## config.mk

```make
export PLATFORM = sky130hd
export DESIGN_NAME = sng_stream_scheduler
export DESIGN_NICKNAME = d
export VERILOG_FILES = /design/src/rtl/sng_pkg.sv /design/src/rtl/sng_stream_scheduler_lfsr.sv /design/src/rtl/sng_stream_scheduler.sv
export SDC_FILE = /design/constraint.sdc
export NUM_CORES = 1
export LEC_CHECK = 0
export BUFFER_PORTS_ARGS = -buffer_cell sky130_fd_sc_hd__buf_2
export CAP_MARGIN = 0
export CORE_MARGIN = 5
export CORE_UTILIZATION = 47
export DETAILED_ROUTE_END_ITERATION = 16
export GPL_ROUTABILITY_DRIVEN = 0
export PLACE_DENSITY_LB_ADDON = 0.2
export SLEW_MARGIN = 20
export SYNTH_ARGS = -nofsm -noshare
export SYNTH_HDL_FRONTEND = slang
export SYNTH_HIERARCHICAL = 1
export SYNTH_SLANG_ARGS = --single-unit
export TNS_END_PERCENT = 30
```

## constraint.sdc

```tcl
create_clock -name clock -period 2.17 [get_ports clock]
set_clock_uncertainty 0.15 [all_clocks]
set_input_delay 0.217 -clock clock [delete_from_list [all_inputs] [get_ports clock]]
set_output_delay 0.217 -clock clock [all_outputs]
set_load 0.01 [all_outputs]
```

## src/rtl/sng_pkg.sv

```systemverilog
// sng_pkg: shared types and constants for the stochastic stream scheduler
package sng_pkg;
   localparam int BIN_LEN = 6;
   localparam int STREAM_LEN_DEFAULT = 63;
   localparam logic [BIN_LEN-1:0] LFSR_LOCKUP = 6'h3F;
   typedef enum logic [1:0] {IDLE, SEED, STREAM, DONE} sched_state_t;
endpackage

```

## src/rtl/sng_stream_scheduler_lfsr.sv

```systemverilog
// sng_stream_scheduler_lfsr: 6-bit XNOR LFSR (taps 6,5) with synchronous load
module sng_stream_scheduler_lfsr
   import sng_pkg::*;
(
   input  logic               clock,
   input  logic               reset_n,
   input  logic               enable,
   input  logic               init,
   input  logic [BIN_LEN-1:0] init_val,
   output logic [BIN_LEN-1:0] lfsr_out
);
   // load the seed on init, otherwise shift in the XNOR of the two top bits
   always_ff @(posedge clock or negedge reset_n)
      if (!reset_n) lfsr_out <= '0;
      else if (enable) lfsr_out <= init ? init_val : {lfsr_out[BIN_LEN-2:0], lfsr_out[BIN_LEN-1] ~^ lfsr_out[BIN_LEN-2]};
endmodule

```

## src/rtl/sng_stream_scheduler.sv

```systemverilog
// sng_stream_scheduler: round-robin sharing of one LFSR among stochastic number generator clients
module sng_stream_scheduler
   import sng_pkg::*;
#(
   parameter int NUM_REQ    = 4,
   parameter int STREAM_LEN = STREAM_LEN_DEFAULT,
   parameter int ID_W       = $clog2(NUM_REQ)
) (
   input  logic                            clock,
   input  logic                            reset_n,
   input  logic [NUM_REQ-1:0]              req,
   input  logic [NUM_REQ-1:0][BIN_LEN-1:0] req_value,
   input  logic [NUM_REQ-1:0][BIN_LEN-1:0] req_seed,
   output logic [ID_W-1:0]                 grant_id,
   output logic                            busy,
   output logic                            bit_valid,
   output logic                            bit_out,
   input  logic                            bit_ready,
   output logic                            done
);
   sched_state_t       state, state_nx;
   logic [ID_W-1:0]    last_id, pick;
   logic [BIN_LEN-1:0] value, seed, lfsr_out;
   logic [7:0]         beat_cnt;
   logic               lfsr_en, lfsr_init, last_beat;

   // nearest requester above 'from', wrapping; scanned far-to-near so the nearest wins
   function automatic logic [ID_W-1:0] rr_pick(input logic [NUM_REQ-1:0] r, input logic [ID_W-1:0] from);
      int k;
      rr_pick = from;
      for (int i = NUM_REQ; i >= 1; i--) begin
         k = (int'(from) + i) % NUM_REQ;
         if (((r >> k) & NUM_REQ'(1)) != '0) rr_pick = ID_W'(k);
      end
   endfunction

   assign pick      = rr_pick(req, last_id);
   assign last_beat = beat_cnt == 8'(STREAM_LEN - 1);
   assign busy      = state != IDLE;
   assign bit_valid = state == STREAM;
   assign done      = state == DONE;
   assign bit_out   = bit_valid && (lfsr_out < value);

   // state register
   always_ff @(posedge clock or negedge reset_n)
      if (!reset_n) state <= IDLE;
      else state <= state_nx;

   // next state and LFSR control: seed once, then shift only on accepted beats
   always_comb begin
      state_nx  = state;
      lfsr_en   = 1'b0;
      lfsr_init = 1'b0;
      unique case (state)
         IDLE:   if (|req) state_nx = SEED;
         SEED:   begin
            state_nx  = STREAM;
            lfsr_en   = 1'b1;
            lfsr_init = 1'b1;
         end
         STREAM: begin
            lfsr_en = bit_ready;
            if (bit_ready && last_beat) state_nx = DONE;
         end
         DONE:   state_nx = IDLE;
      endcase
   end

   // job latch on grant (frozen for the whole job) and accepted-beat counter
   always_ff @(posedge clock or negedge reset_n)
      if (!reset_n) begin
         grant_id <= '0;
         last_id  <= ID_W'(NUM_REQ - 1);
         value    <= '0;
         seed     <= '0;
         beat_cnt <= '0;
      end else begin
         if (state == IDLE && |req) begin
            grant_id <= pick;
            last_id  <= pick;
            value    <= req_value[pick];
            seed     <= req_seed[pick];
         end
         if (state == STREAM && bit_ready) beat_cnt <= last_beat ? '0 : beat_cnt + 8'd1;
      end

   sng_stream_scheduler_lfsr u_lfsr (
      .clock    (clock),
      .reset_n  (reset_n),
      .enable   (lfsr_en),
      .init     (lfsr_init),
      .init_val (seed == LFSR_LOCKUP ? '0 : seed),
      .lfsr_out (lfsr_out)
   );
endmodule

```

After elaboration in Yosys (flattened, before gate mapping)
Index checks and enable logic that the tools add are counted.
{ "classes": {"add_sub_neg": 5, "n_lt_le_gt_ge": 2, "n_eq_ne": 7, "n_shift": 4, "n_mux": 16, "bitwise_logic": 5, "reduce_logical": 12} }
{ "ops": {"columns": ["op", "count"], "rows": [
  ["$shr A4 B32 Y1", 4],
  ["$bmux W6 S2", 2],
  ["$mux W6", 4],
  ["$mux W2", 6],
  ["$add A8 B1 Y8 const B", 1],
  ["$eq A8 B6 Y1 const B", 1],
  ["$mux W8", 1],
  ["$pmux W2 S4", 1],
  ["$reduce_or A2 Y1", 4],
  ["$eq A6 B6 Y1 const B", 1],
  ["$lt A6 B6 Y1", 1],
  ["$add A2 B1 Y2 const B", 2],
  ["$add A2 B2 Y2 const B", 2],
  ["$and A1 B1 Y1 const A", 4],
  ["$eq A2 B2 Y1 const B", 2],
  ["$logic_and A1 B1 Y1", 4],
  ["$reduce_or A4 Y1", 1],
  ["$lt A2 B3 Y1 const B", 1],
  ["$eq A2 B1 Y1 const B", 1],
  ["$logic_not A2 Y1", 1],
  ["$ne A2 B1 Y1 const B", 1],
  ["$ne A2 B2 Y1 const B", 1],
  ["$pmux W1 S2", 1],
  ["$reduce_and A2 Y1", 1],
  ["3 further kinds", 3]
]} }
{ "word_totals": {"reg_bits": 32, "input_bits": 55, "out_inout_bits": 6, "elab_cells": 58} }

Logic depth before layout (Yosys ltp)
Gate-level depths: netlist of the first run.
{ "depth": {"word_depth": 10, "depth_mapped": 8, "depth_no_buf": 7} }

By module
The synthesis of the first run kept the hierarchy.
{ "by_module_without_submodules": {"columns": ["mod", "n_inst", "cells_per_inst", "area_each_um2", "seq_area_each_um2"], "rows": [
  ["sng_stream_scheduler", 1, 147, 1745.4, 653.1],
  ["sng_stream_scheduler_lfsr", 1, 28, 295.3, 150.1]
]} }

Least setup slack after synthesis of the first run
Ideal clock, no wire load.
{ "synth_timing": {"kind": "register to register", "startpoint": "register last_id[0]", "endpoint": "register value[0]", "setup_time_ns": 0.125, "arrival_time_ns": 2.071, "required_time_ns": 1.895, "path_slack_ns": -0.176, "path_stages_with_launch": 7, "n_path_buf": 1, "synth_period_minus_slack_ns": 2.346, "cell_sequence": "dfstp_2 > nor2b_1 > o21ba_2 > a221oi_4 > buf_8 > mux4_2 > mux2_2"} }
{ "synth_between": {"elab_chain_cells": 10, "word_cells_on_any_way": 22, "cone_classes": "add/sub (4); shift (4); mux (6); bitwise (4); reduce/logical (4)"} }
{ "synth_lines": {"columns": ["item", "line_no", "text"], "rows": [
  ["start: declaration", "sng_stream_scheduler.sv:22", "logic [ID_W-1:0] last_id, pick;"],
  ["start signal: assignment", "sng_stream_scheduler.sv:73", "last_id <= ID_W'(NUM_REQ - 1);"],
  ["start signal: assignment", "sng_stream_scheduler.sv:80", "last_id <= pick;"],
  ["$add A2 B1 Y2", "sng_stream_scheduler.sv:32", "k = (int'(from) + i) % NUM_REQ;"],
  ["$reduce_or A2 Y1 (no source line)", null, null],
  ["$and A1 B1 Y1 (no source line)", null, null],
  ["$shr A4 B32 Y1", "sng_stream_scheduler.sv:33", "if (((r >> k) & NUM_REQ'(1)) != '0) rr_pick = ID_W'(k);"],
  ["$mux W2 (3 in series)", "sng_stream_scheduler.sv:33", null],
  ["$mux W2 *", "sng_stream_scheduler.sv:33", null],
  ["$bmux W6 S2 *", "sng_stream_scheduler.sv:81", "value <= req_value[pick];"],
  ["$mux W6 (not written as such) *", "sng_stream_scheduler.sv:81", null],
  ["end signal: assignment", "sng_stream_scheduler.sv:81", null],
  ["end: declaration", "sng_stream_scheduler.sv:23", "logic [BIN_LEN-1:0] value, seed, lfsr_out;"]
]} }
Every way passes the cells marked *; elsewhere a longest branch is shown, timed or not. The select of a mux whose other input is x is not followed.
A chain may end at the register's enable or synchronous reset.

Final worst setup path of the first run
{ "layout_timing": {"startpoint": "register last_id[0]", "endpoint": "register value[2]"} }
Same word-level chain as after synthesis.

==> summary.md, run 1 <==
| Metric | Value |
|---|---|
| DRC Markers | 0 |
| First-pass GRT wire length | 7.37 mm |
| Async S/R FF share, synth | 100% |
| Dominant cell type by area after synthesis | dfrtp_1 |
| TritonCTS clock tree | done |
| Clock-pin slew on the worst setup and hold paths | approximately 70 ps |
| Max incr delay on CP | approximately 560 ps |
| Hold slack | 104 ps |
| I/O pin count | 61 |
| First-pass DRT Iterations | 4 |
| Main synth FF type | dfrtp_1 |
| Sequential share of the synthesized area | 39.4% |
| Antenna Nets Post-Route | 0 |
| Power Density | 1380 mW/mm^2 |
| Top cell types by occurrence after synthesis | 30 x dfrtp_1, 16 x nor2_1, 14 x mux2_2 |
| Nets | 318 |
| Max cap viols | 0 |
| Vias in the first global route | ~1,700 |
| Area occupied by multi-input gates | 0.00117 mm^2 |
| Die area | 0.00576 mm^2 |
| Slew margin rel. | 50.9% |
| Die width | 75.9 um |
| Crit path time final | 2320 ps |
| Sequence of cells on the critical path | nor2b_2 -> o21ba_4 -> a221oi_4 -> buf_4 -> buf_12 -> mux4_2 -> mux2_4 |
| Finished Core Util | 61.2% |
| WS Path Type | reg2reg |
| GRT Util Overall | 17.3% |
| Vias | 1,581 |
| Outcome | finished with violations |
| Cell area after synthesis | 0.00204 mm^2 |
| Fin cells | 304 |
| Clock sink count | 32 |
| Leakage | 1.28 nW |
| Reg area | 803 um^2 |
| CTS buffer count | 5 |
| Most frequent cell after synthesis | dfrtp_1 |
| Initial antenna violation count | 0 |
| Worst-Skew Late Latency | 290 ps |
| Final setup viols | 13 |
| CP top delay family | multiplexers |
| Dpl hpwl | 3.47 mm |
| Crit path buffers/inverters | 2 |
| CP required | 2190 ps |
| Largest fanout on the critical path | 7 |
| Crit start category | flip-flop |
| Placed cells | 291 |
| Initial Util | between 40% and 50% |
| Maximum vdd ir drop | 783 uV |
| Antenna cells | 0 |
| Hold Path Origin | bit_ready |
| Layout cells sized above 1 | a little under half |
| Fin worst setup slack | -155 ps |
| Final Max Slew Viols | 0 |
| Area growth syn-to-layout | 28.9% |
| Crit path DAT | 2340 ps |
| CTS H-tree depth | 2 |
| Port bufs | 60 |
| Final hold violation count | 0 |
| Violated checks | negative setup slack |
| Largest net degree at the start of global routing | 33 |
| Worst slew pin tran | about 740 ps |
| DP Worst Slack | -169 ps |
| GR Overflow Total | 0 |
| Final Cycle Share | 107% |
| Mapped Cells | 175 |
| DR vias/cell | about 5.2 |
| Hold Path Class | in2reg |
| Share of the synthesized area in the top cell type | 36.8% |
| Yosys warns | 6 |
| RSZ-0062 raised after global routing | yes |
| Root cell of the clock tree | clkbuf_8 |
| Core area | 0.00429 mm^2 |
| Row count | 24 |
| Final WL | 4.54 mm |
| Post-synth EDFFs | 0 |
| Slowest stage cell, crit path | dfstp_2 |
| Top cells by area, synth | dfrtp_1 37%, mux4_2 8.8%, mux2_2 7.7% |
| Wire length per cell | 14.9 um |
| Die Height | 75.9 um |
| Fillers | 353 |
| Fmax achieved | 430 MHz |
| Critical Path Sink Type | flip-flop |
| Count of cell types in the netlist | 40 |
| Synth Register Bits | 32 |
| Syn avg cell area | 11.7 um^2 |
| Critical Path Start | last_id[0] |
| Net Count, Synth | about 240 |
| Drt initial violations | 66 |
| FF-to-FF Start | last_id[0] |
| Max Root-Sink Buffers | 2 |
==> layout make-up <==
| type | count | share of cell area (%) |
|---|---|---|
| clock buffers | 7 | 3.28 |
| clock inverters | 1 | 0.285 |
| inverters | 12 | 1.71 |
| multi-input cells | 125 | 44.7 |
| flip-flops and latches | 32 | 30.5 |
| well taps | 52 | 2.47 |
| repair buffers | 75 | 17.0 |
==> flip-flops by register name (all words and copies together), names as in the netlist <==
register         cells
u_lfsr/lfsr_out      6
state                2
seed                 6
value                6
last_id              2
grant_id             2
beat_cnt             8
==> worst min-delay path, stage by stage <==
cell and delay (ps):
buf_2 110, nand2_1 90, o31ai_1 80
==> per-layer routing <==
layer | vias to the layer above | part of all wire, % | global-route usage, %
met4 | 0 | 1.7 | 5.63
li1 | 787 | - | -
met5 | - | 0 | 0
met3 | 7 | 4.6 | 4.75
met1 | 750 | 43 | 21.7
met2 | 37 | 51 | 28.7
==> cells in the final DEF, fill, tap and decap left out, types with 2 or more instances in the layout <==
cell      synthesis  routed
nand2_1           7       7
mux2_2           14       8
nand4_1           4       4
buf_2             1      60
mux2i_1           5       5
mux4_2            8      12
and2_1            2       2
inv_1            12      12
nor2b_1           7       6
ha_1             12      12
a21o_1            3       3
dfrtp_1          30      30
clkbuf_8          0       6
and3_1            3       3
buf_4             1      12
mux2_4            0       6
or3_1             2       2
a21oi_1          10      10
nand2b_1          3       2
xor2_1            6       6
o21ai_0           4       4
dfstp_2           2       2
nor2_1           16      16
==> worst paths after layout <==
kind                               end  slack, ps  depth (start not counted)
max in group asynchronous     value[1]       1020                          2
max reg2reg                   value[2]       -150                          7
min in group asynchronous  beat_cnt[0]        380                          2
max                           value[2]       -150                          7
min reg2reg                beat_cnt[7]        330                          1
min                        beat_cnt[1]        100                          3
==> logic make-up after synthesis <==
family                   count (synthesis)  share of synthesized area, %
XOR/XNOR                                 6                          2.58
adder cells (fa/ha/maj)                 12                          7.36
AO/OA/AOI/OAI                           28                          10.1
multiplexers                            31                          24.2
flip-flops                              32                          39.4
AND/OR/NAND/NOR                         48                          12.0
buffers and inverters                   18                          4.48
==> power by group <==
group	leakage [nW]	total, W	switching [W]	internal, W
clock	0.0445	0.000486	0.000228	0.000258
sequential	0.379	0.00111	0.000217	0.000891
combinational	0.858	0.00203	0.000867	0.00116
==> through the flow <==
| stage | total power [W] | setup TNS (ps) | area, um^2 |
|---|---|---|---|
| final | 0.00362 | -1710 | 2630 |
| after global placement | 0.00284 | -1140 | 2450 |
| after global routing | 0.00389 | -2860 | 2630 |
| after floorplan | 0.00245 | -1580 | 2050 |
| after detailed placement | 0.00291 | -1450 | 2450 |
| after CTS | 0.00362 | -1660 | 2620 |
==> repair_timing <==
action,CTS,global route
pin swaps,2,0
gates resized for setup,12,2
hold endpoints to repair,30,0
endpoints found under the setup margin,13,13
hold buffers,1,0
gates cloned,1,0
setup buffers,3,0
No activity file was read; power rests on OpenSTA's default activity.
==> run 2: changes to the inputs <==
--- a/config.mk
+++ b/config.mk
@@ -12,6 +12,7 @@
 export DETAILED_ROUTE_END_ITERATION = 16
 export GPL_ROUTABILITY_DRIVEN = 0
 export PLACE_DENSITY_LB_ADDON = 0.2
+export RECOVER_POWER = 100
 export SLEW_MARGIN = 20
 export SYNTH_ARGS = -nofsm -noshare
 export SYNTH_HDL_FRONTEND = slang
==> summary.md, run 2 (synthesis results as in run 1) <==
| Metric | Value |
|---|---|
| DR vias/cell | 5.20 (about the same) |
| Die width | 75.9 um (unchanged) |
| Crit path DAT | 2340 ps (about the same) |
| Layout cells sized above 1 | 43.7% (-2.0 points) |
| Leakage | 1.26 nW (-1.4%) |
| Hold Path Class | in2reg |
| Crit path buffers/inverters | 2 (unchanged) |
| Final hold violation count | 0 (unchanged) |
| WS Path Type | reg2reg |
| FF-to-FF Start | last_id[0] |
| Sequence of cells on the critical path | nor2b_2 -> o21ba_4 -> a221oi_4 -> buf_4 -> buf_12 -> mux4_2 -> mux2_4 |
| Critical Path Sink Type | flip-flop |
| Nets | 318 (unchanged) |
| Final Max Slew Viols | 0 (unchanged) |
| R2R depth | 7 (unchanged) |
| CTS H-tree depth | 2 (unchanged) |
| Max Root-Sink Buffers | 2 (unchanged) |
| R2r setup slk | -160 ps (about the same) |
| DP Worst Slack | -169 ps (unchanged) |
| Fin worst setup slack | -155 ps (-0.399 ps) |
| First-pass GRT wire length | 7.37 mm (unchanged) |
| Row count | 24 (unchanged) |
| GR Overflow Total | 0 (unchanged) |
| Crit path time final | 2330 ps (+0.399 ps) |
| DRC Markers | 0 (unchanged) |
| Final Cycle Share | 107% (about the same) |
| CTS buffer count | 5 (unchanged) |
| Initial antenna violation count | 0 (unchanged) |
| TritonCTS clock tree | done |
| Wire length per cell | 14.9 um (-0.13%) |
| Crit start category | flip-flop |
| CP required | 2190 ps (about the same) |
| Vias in the first global route | 1,663 (unchanged) |
| Outcome | finished with violations |
| Maximum vdd ir drop | 782 uV (-0.13%) |
| Final setup viols | 13 (unchanged) |
| First-pass DRT Iterations | 4 (unchanged) |
| Largest reg by FF count | beat_cnt |
| Die Height | 75.9 um (unchanged) |
| Commonest cells after routing, fill and taps aside | 55 x buf_2, 30 x dfrtp_1, 16 x nor2_1 |
| Final WL | 4.53 mm (-0.13%) |
| Antenna cells | 0 (unchanged) |
| Worst slew pin tran | 819 ps (+82.0 ps) |
| Largest net degree at the start of global routing | 33 (unchanged) |
| Design Power | 0.00360 W (-0.67%) |
| Core area | 0.00429 mm^2 (unchanged) |
| Crit. path cell count | 7 (unchanged) |
| Fmax achieved | 430 MHz (about the same) |
| Clock sink count | 32 (unchanged) |
| Clock-pin slew on the worst setup and hold paths | 70 ps (about the same) |
| Max reg flops | 8 (unchanged) |
| Dpl hpwl | 3.47 mm (unchanged) |
| Fillers | 356 (+0.85%) |
| Die area | 0.00576 mm^2 (unchanged) |
| GRT Util Overall | 17.3% (unchanged) |
| Area growth syn-to-layout | 28.3% |
| RSZ-0062 raised after global routing | yes |
| Power Density | 1370 mW/mm^2 (-0.24%) |
| Antenna Nets Post-Route | 0 (unchanged) |
| Root cell of the clock tree | clkbuf_8 |
| Drt initial violations | 64 (-3.0%) |
| Largest fanout on the critical path | 7 (unchanged) |
| Slew margin rel. | 45.4% (-5.5 points) |
| Critical Path Start | last_id[0] |
| Most common cell after layout, fill and taps aside | buf_2 |
| I/O pin count | 61 (unchanged) |
| Worst-Skew Late Latency | 290 ps (about the same) |
| Port bufs | 60 (unchanged) |
| CP top delay family | multiplexers |
| R2r endpoint | value[2] |
| Initial Util | 47.5% (unchanged) |
| Vias | 1,582 (+0.063%) |
| Slowest stage cell, crit path | dfstp_2 |
| WHS Path Cells | 3 (unchanged) |
| Max cap viols | 0 (unchanged) |
| Violated checks | negative setup slack |
| Max incr delay on CP | 560 ps (about the same) |
| Critical path endpoint | value[2] |
run 2: cell type report:
cell class	instances	area, um^2	area share, %
Clock inverter	1	7.51	0.287
Inverter	12	45.0	1.72
Multi-Input combinational cell	125	1170	44.9
Tap cell	52	65.1	2.48
Timing Repair Buffer	75	437	16.7
Sequential cell	32	803	30.7
Clock buffer	7	86.3	3.30
run 2: report_power, final:
group / switching, W / internal, W / total [W] / leakage, nW
sequential: 0.000217 / 0.000891 / 0.00111 / 0.379
combinational: 0.000867 / 0.00113 / 0.00200 / 0.840
clock: 0.000228 / 0.000258 / 0.000486 / 0.0445
total: 0.00131 / 0.00228 / 0.00360 / 1.26
run 2: worst min-delay path: cells and delay by family:
| family | cells | cell delay (ps) |
|---|---|---|
| AOI/OAI and AO/OA | 1 | 80 |
| and+or+nand+nor | 1 | 90 |
| buffers and inverters | 1 | 110 |
run 2: worst min path at each step:
stage	slack (ps)	from	to
floorplan	-230	reset_n	beat_cnt[0]
global placement	180	reset_n	beat_cnt[7]
detailed placement	170	reset_n	beat_cnt[0]
CTS	100	bit_ready	beat_cnt[1]
global route	120	bit_ready	beat_cnt[1]
finish	110	bit_ready	beat_cnt[1]
run 2: through the flow:
step / std cells / util, % / hold slack (ps) / instance area (um^2) / setup TNS, ps
floorplan: 175 / - / -229 / 2050 / -1580
global placement: 291 / 57.2 / 176 / 2450 / -1140
detailed placement: 291 / 57.2 / 175 / 2450 / -1450
CTS: 304 / 61.1 / 99.6 / 2620 / -1660
global route: 304 / 61.0 / 124 / 2620 / -2930
finish: 304 / 61.0 / 108 / 2620 / -1720
run 2: what timing repair did:
item,CTS,global route
hold buffers,1,0
setup endpoints to repair,13,13
buffers inserted,3,0
pin swaps,2,0
resized for setup,12,2
cloned,1,0
endpoints found under the hold margin,30,0
run 2: per-layer routing:
| metal | up-vias | track usage [%] | wire length (um) |
|---|---|---|---|
| li1 | 786 | - | - |
| met1 | 752 | 21.7 | 1950 |
| met2 | 37 | 28.7 | 2290 |
| met3 | 7 | 4.75 | 209 |
| met4 | 0 | 5.63 | 79 |
| met5 | - | 0 | 0 |
==> run 3: changes to the inputs <==
--- a/config.mk
+++ b/config.mk
@@ -5,10 +5,11 @@
 export SDC_FILE = /design/constraint.sdc
 export NUM_CORES = 1
 export LEC_CHECK = 0
+export ABC_AREA = 1
 export BUFFER_PORTS_ARGS = -buffer_cell sky130_fd_sc_hd__buf_2
 export CAP_MARGIN = 0
 export CORE_MARGIN = 5
-export CORE_UTILIZATION = 47
+export CORE_UTILIZATION = 49
 export DETAILED_ROUTE_END_ITERATION = 16
 export GPL_ROUTABILITY_DRIVEN = 0
 export PLACE_DENSITY_LB_ADDON = 0.2
==> summary.md, run 3 <==
| Metric | Value |
|---|---|
| Outcome | completed |
| Crit path time final | 2130 ps (-199 ps) |
| RSZ-0062 raised after global routing | yes |
| GR Overflow Total | 0 (unchanged) |
| TritonCTS clock tree | done |
| Final setup viols | 0 (-13) |
| CTS buffer count | 5 (unchanged) |
| Sequential share of the synthesized area | 32.5% (-6.9 points) |
| Wire length per cell | 11.8 um (-21%) |
| Count of cell types in the netlist | 30 (-25%) |
| CP required | 2190 ps (about the same) |
| Largest fanout on the critical path | 11 (+4) |
| Dominant cell type by area after synthesis | dfrtp_1 |
| Final Max Slew Viols | 0 (unchanged) |
| Clock-pin slew on the worst setup and hold paths | 70 ps (about the same) |
| Leakage | 1.87 nW (+48%) |
| Most common cell after layout, fill and taps aside | nand2_1 |
| Worst-Skew Late Latency | 280 ps (about the same) |
| Critical Path Sink Type | flip-flop |
| Synth Register Bits | 32 (unchanged) |
| Max cap viols | 0 (unchanged) |
| Share of the synthesized area in the top cell type | 30.4% (-6.4 points) |
| Most used cell, CP | nand2_1 |
| GRT Util Overall | 18.6% (+1.4 points) |
| Sequence of cells on the critical path | buf_4 -> nand2_1 -> nand2_2 -> nand2_1 -> nand2_2 -> nand2_4 -> nand3_4 -> clkbuf_16 -> nand3_1 -> nand3_1 -> nand2_1 -> nand2_1 -> nand2_1 |
| Finished Core Util | 65.4% (+4.4 points) |
| Hold Path Class | in2reg |
| Top cells by area, synth | dfrtp_1 30%, nand2_1 19%, inv_1 12% |
| Initial Util | 51.3% (+3.8 points) |
| WS Path Type | reg2reg |
| Worst slew pin tran | 800 ps (-19.2 ps) |
| Reg area | 803 um^2 (unchanged) |
| Commonest cells after routing, fill and taps aside | 119 x nand2_1, 78 x inv_1, 54 x buf_2 |
| FF-to-FF Start | last_id[0] |
| Final Cycle Share | 98.0% (-9.2 points) |
| Crit start category | flip-flop |
| Antenna cells | 0 (unchanged) |
| Area occupied by multi-input gates | 0.00133 mm^2 (+13%) |
| DRC Markers | 0 (unchanged) |
| First-pass DRT Iterations | 4 (unchanged) |
| Cell area after synthesis | 0.00247 mm^2 (+21%) |
| Maximum vdd ir drop | 734 uV (-6.1%) |
| Slowest stage cell, crit path | dfstp_2 |
| Root cell of the clock tree | clkbuf_8 |
| Vias | 2,618 (+65%) |
| Crit path DAT | 2150 ps (-190 ps) |
| Power Density | 1690 mW/mm^2 (+23%) |
| Max incr delay on CP | 630 ps (+70 ps) |
| Layout cells sized above 1 | 22.1% (-22 points) |
| Row count | 25 (+4.2%) |
| I/O pin count | 61 (unchanged) |
| Die area | 0.00656 mm^2 (+14%) |
| Core area | 0.00482 mm^2 (+12%) |
| Slew margin rel. | 46.7% (+1.3 points) |
| Setup tns final | 0 ps (+1720 ps) |
| Drt initial violations | 105 (+64%) |
| Hold Path Origin | req_value[16] |
| Final hold violation count | 0 (unchanged) |
| Main synth FF type | dfrtp_1 |
| Largest net degree at the start of global routing | 33 (unchanged) |
| Area growth syn-to-layout | 27.4% |
| Clock sink count | 32 (unchanged) |
| Port bufs | 60 (unchanged) |
| Vias in the first global route | 2,358 (+42%) |
| Fillers | 470 (+32%) |
| Critical Path Start | last_id[0] |
| Post-synth EDFFs | 0 (unchanged) |
| Dpl hpwl | 4.38 mm (+26%) |
| Antenna Nets Post-Route | 0 (unchanged) |
| Yosys warns | 6 (unchanged) |
| Largest reg by FF count | beat_cnt |
| Final WL | 6.20 mm (+37%) |
| Most frequent cell after synthesis | nand2_1 |
| Nets | 527 (+66%) |
| CTS H-tree depth | 2 (unchanged) |
| Initial antenna violation count | 0 (unchanged) |
| Top cell types by occurrence after synthesis | 124 x nand2_1, 78 x inv_1, 50 x nand3_1 |
| Async S/R FF share, synth | 100% (unchanged) |
| Mapped Cells | 388 (+120%) |
| Max Root-Sink Buffers | 2 (unchanged) |
| Net Count, Synth | 455 (+88%) |
| First-pass GRT wire length | 9.81 mm (+33%) |
| DR vias/cell | 4.96 (-4.7%) |
| Die width | 81.0 um (+6.7%) |
| Max reg flops | 8 (unchanged) |
| Syn avg cell area | 6.37 um^2 (-45%) |
| Die Height | 81.0 um (+6.7%) |
| Fmax achieved | 470 MHz (+9.4%) |
## run 3: timing repair
action | in CTS | in global routing
endpoints found under the setup margin | 0 | 13
endpoints found under the hold margin | 30 | 0
hold buffers | 1 | 0
buffers inserted | 0 | 3
gates resized for setup | 0 | 15
## run 3: stage by stage
| step | setup WS [ps] | std cells | cell area (um^2) | power, W | hold slack (ps) |
|---|---|---|---|---|---|
| floorplan | 273 | 388 | 2470 | 0.00354 | -229 |
| global placement | 143 | 511 | 2860 | 0.00416 | 153 |
| detailed placement | 89.7 | 511 | 2860 | 0.00423 | 160 |
| CTS | 85.2 | 520 | 2960 | 0.00472 | 66.3 |
| global route | -58.0 | 528 | 3150 | 0.00588 | 62.7 |
| finish | 44.0 | 528 | 3150 | 0.00532 | 71.9 |
## run 3: where the power goes
part	leakage, nW	switching [W]	total (W)	internal, W
Combinational	1.43	0.00217	0.00371	0.00154
Clock	0.0510	0.000220	0.000472	0.000253
Sequential	0.392	0.000235	0.00114	0.000904
## run 3: logic make-up after synthesis
logic type               after synthesis  synth area share, %
XOR/XNOR                               3                 1.06
adder cells (fa/ha/maj)               12                 6.08
flip-flops                            32                 32.5
buffers and inverters                 94                 15.9
AND/OR/NAND/NOR                      221                 38.9
AO/OA/AOI/OAI                         26                 5.57
## run 3: area by class of cell
type | count | area share, %
inverter | 83 | 10.1
timing repair buffer | 75 | 16.4
clock inverter | 2 | 0.318
clock buffer | 6 | 2.62
multi-input combinational | 263 | 42.3
tap | 67 | 2.66
sequential | 32 | 25.5
## run 3: path summary, 6_finish.rpt
path,end,slack [ps],cells past startpoint
worst min register to register,beat_cnt[7],320,1
worst min-delay path,value[4],70,3
worst max register to register,value[5],40,13
worst max-delay path,value[5],40,13
min in group asynchronous,grant_id[1],410,2
max in group asynchronous,u_lfsr/lfsr_out[3],960,2
## run 3: worst max-delay path: cells and delay by family (launching register included)
kind	cells	cell delay, ps
buf+inv	2	350
flops	1	630
simple gates	11	890
## run 3: metal layers
metal,part of all wire (%),GRT usage [%],wire [um],vias to the layer above
li1,-,-,-,1326
met1,44,23.6,2740,1217
met2,50,33.3,3100,68
met3,5.0,2.77,309,7
met4,0.82,4.56,51,0
met5,0,0,0,-
